==> config.mk <==
export PLATFORM = sky130hd
export DESIGN_NAME = mul_rs_sched
export DESIGN_NICKNAME = d
export VERILOG_FILES = /design/src/rtl/mul_rs_sched.sv
export SDC_FILE = /design/constraint.sdc
export NUM_CORES = 1
export LEC_CHECK = 0
export CORE_ASPECT_RATIO = 0.9
export CORE_MARGIN = 2
export CORE_UTILIZATION = 32
export DETAILED_ROUTE_END_ITERATION = 8
export GPL_TIMING_DRIVEN = 0
export PLACE_DENSITY_LB_ADDON = 0.25
export SLEW_MARGIN = 25
export SYNTH_ARGS = -nofsm -noshare
export SYNTH_HDL_FRONTEND = slang
export SYNTH_SLANG_ARGS = --single-unit
==> constraint.sdc <==
create_clock -name clk -period 2.7 [get_ports clk]
set_input_delay 0.675 -clock clk [delete_from_list [all_inputs] [get_ports clk]]
set_output_delay 0.675 -clock clk [all_outputs]
set_load 0.02 [all_outputs]
==> src/rtl/mul_rs_sched.sv <==
// Mul/div reservation-station group: entry allocation, tag handout,
// round-robin result arbitration into a registered CDB output stage.
module mul_rs_sched #(
    parameter int NUM_RS   = 3,
    parameter int TAG_BASE = 4,
    parameter int DATA_W   = 32
) (
    input  logic                     clk,
    input  logic                     rst_n,
    input  logic                     flush,
    input  logic                     issue_valid,
    output logic                     issue_ready,
    output logic [3:0]               issue_tag,
    output logic [NUM_RS-1:0]        rs_sel,
    input  logic [NUM_RS-1:0]        rs_done,
    input  logic [NUM_RS*DATA_W-1:0] rs_result,
    output logic [NUM_RS-1:0]        rs_ack,
    output logic                     cdb_valid,
    output logic [3:0]               cdb_tag,
    output logic [DATA_W-1:0]        cdb_data,
    input  logic                     cdb_ready,
    output logic [3:0]               occupancy
);

    localparam int IW = $clog2(NUM_RS);
    typedef logic [IW-1:0] idx_t;

    localparam logic [NUM_RS-1:0] ONE = {{(NUM_RS-1){1'b0}}, 1'b1};

    logic [NUM_RS-1:0] held_q, held_d;
    idx_t              rr_q, rr_d;
    logic              vld_q, vld_d;
    logic [3:0]        tag_q, tag_d;
    logic [DATA_W-1:0] data_q, data_d;

    logic [NUM_RS-1:0] free;
    logic [NUM_RS-1:0] cand;
    idx_t              tgt;
    idx_t              win;
    logic              win_found;
    logic              issue_fire;
    logic              load;
    int                j;

    assign free        = ~held_q;
    assign cand        = rs_done & held_q;
    assign issue_ready = |free;
    assign issue_fire  = issue_valid && issue_ready && !flush;
    assign load        = (!vld_q || cdb_ready) && (|cand) && !flush;

    always_comb begin
        tgt = '0;
        for (int i = NUM_RS - 1; i >= 0; i--) begin
            if (free[i]) tgt = idx_t'(i);
        end
    end

    // Scan starts at rr_q and wraps so the last winner goes to the back.
    always_comb begin
        win       = '0;
        win_found = 1'b0;
        j         = 0;
        for (int k = 0; k < NUM_RS; k++) begin
            j = int'(rr_q) + k;
            if (j >= NUM_RS) j = j - NUM_RS;
            if (!win_found && cand[j]) begin
                win_found = 1'b1;
                win       = idx_t'(j);
            end
        end
    end

    assign issue_tag = issue_ready ? 4'(TAG_BASE) + 4'(tgt) : 4'd0;
    assign rs_sel    = issue_fire ? (ONE << tgt) : '0;
    assign rs_ack    = load ? (ONE << win) : '0;

    always_comb begin
        held_d = (held_q | rs_sel) & ~rs_ack;
        rr_d   = rr_q;
        vld_d  = vld_q;
        tag_d  = tag_q;
        data_d = data_q;
        if (load) begin
            vld_d  = 1'b1;
            tag_d  = 4'(TAG_BASE) + 4'(win);
            data_d = rs_result[win*DATA_W +: DATA_W];
            rr_d   = (win == idx_t'(NUM_RS - 1)) ? '0 : win + idx_t'(1);
        end else if (cdb_ready) begin
            vld_d = 1'b0;
        end
        if (flush) begin
            held_d = '0;
            vld_d  = 1'b0;
            rr_d   = '0;
        end
    end

    always_ff @(posedge clk) begin
        if (!rst_n) begin
            held_q <= '0;
            rr_q   <= '0;
            vld_q  <= 1'b0;
            tag_q  <= 4'd0;
            data_q <= '0;
        end else begin
            held_q <= held_d;
            rr_q   <= rr_d;
            vld_q  <= vld_d;
            tag_q  <= tag_d;
            data_q <= data_d;
        end
    end

    always_comb begin
        occupancy = 4'd0;
        for (int i = 0; i < NUM_RS; i++) begin
            occupancy = occupancy + {3'b000, held_q[i]};
        end
    end

    assign cdb_valid = vld_q;
    assign cdb_tag   = tag_q;
    assign cdb_data  = data_q;

endmodule

==> impl_metrics.ini, run 1 <==
[cells_and_area]
drive_gt1_share_pct = 16.3
fillers = 582
nets = 555
n_antenna_cell = 0
final_cell_mix = 142 x clkdlybuf4s50_1, 69 x nand2_1, 39 x dfxtp_1
syn_to_final_growth_pct = 91.6
final_common_cell = clkdlybuf4s50_1

[worst_setup_path]
crit_required_ns = 2.03
crit_start = rr_q[0]
critical_path_class = flop to primary output
r2r-start = rr_q[0]
arrival_ns = 2.29
cp-endpoint = rs_ack[1]
crit_path_end_kind = primary output
crit_chain = inv_2, ha_4, nand2_4, or4_4, o31ai_4, a31oi_1, or3_4, inv_4, buf_6
critPathMaxFanout = 5
max_stage_delay_ns = 0.49
slowest_stage = or4_4
r2r_slack_ns = 0.13
r2r-end = cdb_data[20]
worst-r2r-cell-count = 12
startpoint_type = flop

[clocking]
cts_sinks = 41
htree_levels = 2
insertion_delay_ns = 0.30
cts_root_buf = clkbuf_8
clock_tree.buffer_depth = 2
cts_buffers = 5
path_clk_slew_ns = 0.08
cts_tree = yes
hold_buffers = 0

[power]
p_leak_uw = 0.00158
powerDensity_mw_per_mm2 = 328
ir_worst_vdd_mv = 0.211
p_total_uw = 1410

[timing]
worst_clock_skew_ns = 0.0101
setup_viol = 3
timing.final.ws_setup_ns = -0.261
drv_slew = 0
layout_min_cycle_time_ns = 2.96
tightest_slew_ns = 0.507
relSlewSlack_pct = 66.2
fmax_mhz = 338
rsz0062_at_grt = true
hold_viol = 0
hold_slack_ns = 0.477
fin_crit_sh_pct = 110

[global_route]
grt_pass1_vias = 2844
grt_use_total_pct = 21.8
grt_max_degree = 13
antenna_found_initial = 0
grt_overflow_total = 0
grt_pass1_wl_mm = 13.7

[die]
die_height_um = 83.4
coreArea_mm2 = 0.00669
die_x_um = 92.2
dieArea_mm2 = 0.00769
num_rows = 28
io_pins = 156
start_util_pct = 33.5

[detailed_routing]
drc = 0
wire_per_inst_um = 15.9
drt_iter0_drc = 91
vias = 2767
drt_first_pass_iters = 4
wl_mm = 8.55
vias_per_cell = 5.14
ant_nets = 0

[place]
port_buffers = 151
place_congestion = 0.759
hpwl_mm = 5.98

[min_path]
hold_depth = 1
worstHoldStart = cdb_tag[2]
holdCritPathClass = flop to flop

[synthesis]
yosys_warnings = 0
yosys_register_bits = 41
ys_seq_area_share_pct = 36.6
synth_cells = 268
ys_async_sr_fraction_pct = 0
avgSynthCellArea_um2 = 8.36
synth_area_mm2 = 0.00224
synth_edf_count = 0
synth_cell_type_count = 39
synthFlopType = dfxtp_1

[job]
drv_cap = 0

[status]
status = finished, violations left
violations = negative setup slack
-- repair_timing --
item / in CTS / in global routing
pin swaps: 10 / 10
setup endpoints to repair: 27 / 34
gates resized for setup: 47 / 25
setup buffers: 13 / 7
-- synthesized netlist by cell type (4+ instances only) --
master | number | area, um2
a21oi_1 | 6 | 30.0
a221o_1 | 32 | 320
buf_2 | 7 | 35.0
buf_4 | 5 | 37.5
buf_6 | 4 | 45.0
clkbuf_1 | 11 | 41.3
dfxtp_1 | 41 | 821
inv_1 | 5 | 18.8
nand2_1 | 71 | 267
nor2_1 | 6 | 22.5
nor3_1 | 5 | 25.0
o31ai_1 | 33 | 248
-- area by class of cell --
class | count | area [um2] | area share (%)
multi-input combinational | 197 | 1390 | 32.3
timing repair buffer | 171 | 1660 | 38.7
buffer | 26 | 168 | 3.91
inverter | 5 | 21.3 | 0.496
clock buffer | 7 | 86.3 | 2.01
clock inverter | 1 | 30.0 | 0.700
tap | 90 | 113 | 2.62
sequential | 41 | 826 | 19.2
-- registers in the layout, indices dropped and copies added, names as in the netlist --
register   cells
cdb_data      32
cdb_tag        3
cdb_valid      1
held_q         3
rr_q           2
-- cells by family (layout without fill, tap and decap cells) --
family / Yosys count / in the layout / synth area share (%)
and+or+nand+nor: 104 / 104 / 20.4
AOI/OAI and AO/OA: 84 / 84 / 31.6
DFF: 41 / 41 / 36.6
buffers and inverters: 33 / 210 / 8.16
adders and majority gates: 4 / 4 / 2.57
other: 1 / 4 / 0.167
muxes: 1 / 1 / 0.447
-- worst max-delay path: cells and delay by family (launching register included) --
family                     cells  cell delay [ns]
and+or+nand+nor                3             0.95
buffers and inverters          3             0.22
adders and majority gates      1             0.32
DFF                            1             0.34
AOI/OAI and AO/OA              2             0.15
-- routing by layer --
| metal | wire [um] | track usage, % |
|---|---|---|
| met5 | 0 | 0 |
| met4 | 111 | 5.56 |
| met3 | 600 | 4.08 |
| met2 | 4060 | 37.8 |
| met1 | 3770 | 27.8 |
-- how the worst min path moves through the flow --
stage                 endpoint
finish              cdb_tag[2]
global placement    cdb_tag[2]
floorplan              rr_q[0]
global route        cdb_tag[2]
detailed placement  cdb_tag[2]
CTS                 cdb_tag[2]
-- per-stage QoR --
step	setup TNS [ns]	utilization, %	area [um2]	cells	setup WS (ns)
final	-0.664	64.1	4290	538	-0.261
after global placement	-11.61	58.1	3890	512	-1.10
after CTS	-0.699	62.7	4200	533	-0.292
after floorplan	0	-	2260	271	0.00492
after global routing	-0.845	64.1	4290	538	-0.318
after detailed placement	-12.82	58.1	3890	512	-1.11
-- where the power goes --
part / internal, uW / switching, uW
clock network: 302 / 226
registers: 613 / 6.99
logic: 176 / 83.9
total: 1090 / 317
(Power assumes the default switching activity.)
==> run 2: changes to the inputs <==
CORE_UTILIZATION = 35   (was 32)
clock period = 2.8 ns   (was 2.7 ns; I/O delays follow)
==> impl_metrics.ini, run 2 (synthesis results as in run 1) <==
[worst_setup_path]
critical_path_class = flop to primary output
cp-endpoint = rs_ack[1]
worst-r2r-cell-count = 11
crit_required_ns = 2.10
r2r-start = rr_q[0]
arrival_ns = 2.29
r2r-end = cdb_data[20]
crit_start = rr_q[0]
crit_path_end_kind = primary output
critPathMaxFanout = 5
startpoint_type = flop
r2r_slack_ns = 0.20

[timing]
tightest_slew_ns = 0.560
hold_viol = 0
drv_slew = 0
fmax_mhz = 335
fin_crit_sh_pct = 107
hold_slack_ns = 0.477
relSlewSlack_pct = 62.7
rsz0062_at_grt = true
worst_clock_skew_ns = 0.00612
timing.final.ws_setup_ns = -0.187
layout_min_cycle_time_ns = 2.99
setup_viol = 2

[detailed_routing]
wire_per_inst_um = 15.9
ant_nets = 0
wl_mm = 8.48
vias = 2771
drt_first_pass_iters = 5
drt_iter0_drc = 108
vias_per_cell = 5.21
drc = 0

[global_route]
grt_pass1_vias = 2682
grt_max_degree = 13
grt_use_total_pct = 22.5
grt_overflow_total = 0
grt_pass1_wl_mm = 12.7
antenna_found_initial = 0

[power]
switchingPower_uw = 300
p_total_uw = 1350
pwr-share-clk_pct = 37.2
p_comb_share_pct = 18.6
p_leak_uw = 0.00157
internal_power_uw = 1050
ir_worst_vdd_mv = 0.269
powerDensity_mw_per_mm2 = 319
p_sw_share_pct = 22.2
power.share.sequential_pct = 44.2

[status]
violations = negative setup slack
status = finished, violations left

[clocking]
clock_tree.buffer_depth = 2
insertion_delay_ns = 0.29
path_clk_slew_ns = 0.08
cts_tree = yes
hold_buffers = 0
cts_buffers = 5
htree_levels = 2
cts_root_buf = clkbuf_8
cts_sinks = 41

[cells_and_area]
n_antenna_cell = 0
final_common_cell = clkdlybuf4s50_1
drive_gt1_share_pct = 15.7
fin_area_mm2 = 0.00424
final_cell_mix = 142 x clkdlybuf4s50_1, 69 x nand2_1, 39 x dfxtp_1
final_util_pct = 69.0
nets = 552
largest_reg_flops = 32
syn_to_final_growth_pct = 89.4

[die]
die_height_um = 79.9
die_x_um = 88.3
coreArea_mm2 = 0.00615
num_rows = 27
io_pins = 156
start_util_pct = 36.4
dieArea_mm2 = 0.00706

[place]
hpwl_mm = 5.90
port_buffers = 151
place_congestion = 0.803
pre_cts_ws_ns = -1.23
placed_area_mm2 = 0.00387

[min_path]
holdCritPathClass = flop to flop

[job]
drv_cap = 0
## run 2: layer usage
| layer | up-vias | GRT usage (%) | part of all wire [%] |
|---|---|---|---|
| li1 | 1335 | - | - |
| met1 | 1285 | 27.7 | 42 |
| met2 | 141 | 39.4 | 48 |
| met3 | 10 | 5.89 | 8.7 |
| met4 | 0 | 4.55 | 0.94 |
| met5 | - | 0 | 0 |
## run 2: per-stage QoR
| stage | cells | TNS, ns |
|---|---|---|
| floorplan | 271 | 0 |
| global placement | 509 | -11.57 |
| detailed placement | 509 | -12.49 |
| CTS | 527 | -0.192 |
| global route | 532 | -0.438 |
| finish | 532 | -0.239 |
## run 2: cell type report
class                      count  area (um2)
tap                           87         109
timing repair buffer         168        1640
clock buffer                   7        86.3
clock inverter                 1        30.0
sequential                    41         826
inverter                       5        18.8
multi-input combinational    197        1370
fill                         520        1910
buffer                        26         164
## run 2: worst min path at each step
stage	startpoint	end	slack [ns]	depth (start not counted)
6_report	cdb_tag[2]	cdb_tag[2]	0.48	1
5_1_grt	cdb_tag[2]	cdb_tag[2]	0.51	1
4_1_cts	cdb_tag[0]	cdb_tag[0]	0.48	2
3_5_place_dp	cdb_tag[2]	cdb_tag[2]	0.46	1
3_3_place_gp	cdb_tag[0]	cdb_tag[0]	0.46	2
2_1_floorplan	rr_q[0]	rr_q[0]	0.45	2
## run 2: critical path, cell delays in order, from the launching register on
cell,delay (ns)
dfxtp_2,0.35
inv_2,0.05
ha_4,0.29
nand2_2,0.05
or4_4,0.49
o31ai_4,0.09
a31oi_2,0.09
or3_4,0.42
inv_2,0.06
buf_6,0.11
## run 2: power groups by stage
stage	combinational (uW)	clock, uW	sequential, uW
after detailed placement	242	0	612
after global routing	265	534	599
after global placement	241	0	612
final	252	503	598
after CTS	249	511	598
after floorplan	51.3	0	622
## run 2: what timing repair did
item	4_1_cts	5_1_grt
pin swaps	10	10
setup buffers	12	5
setup endpoints to repair	23	4
gates resized for setup	51	6
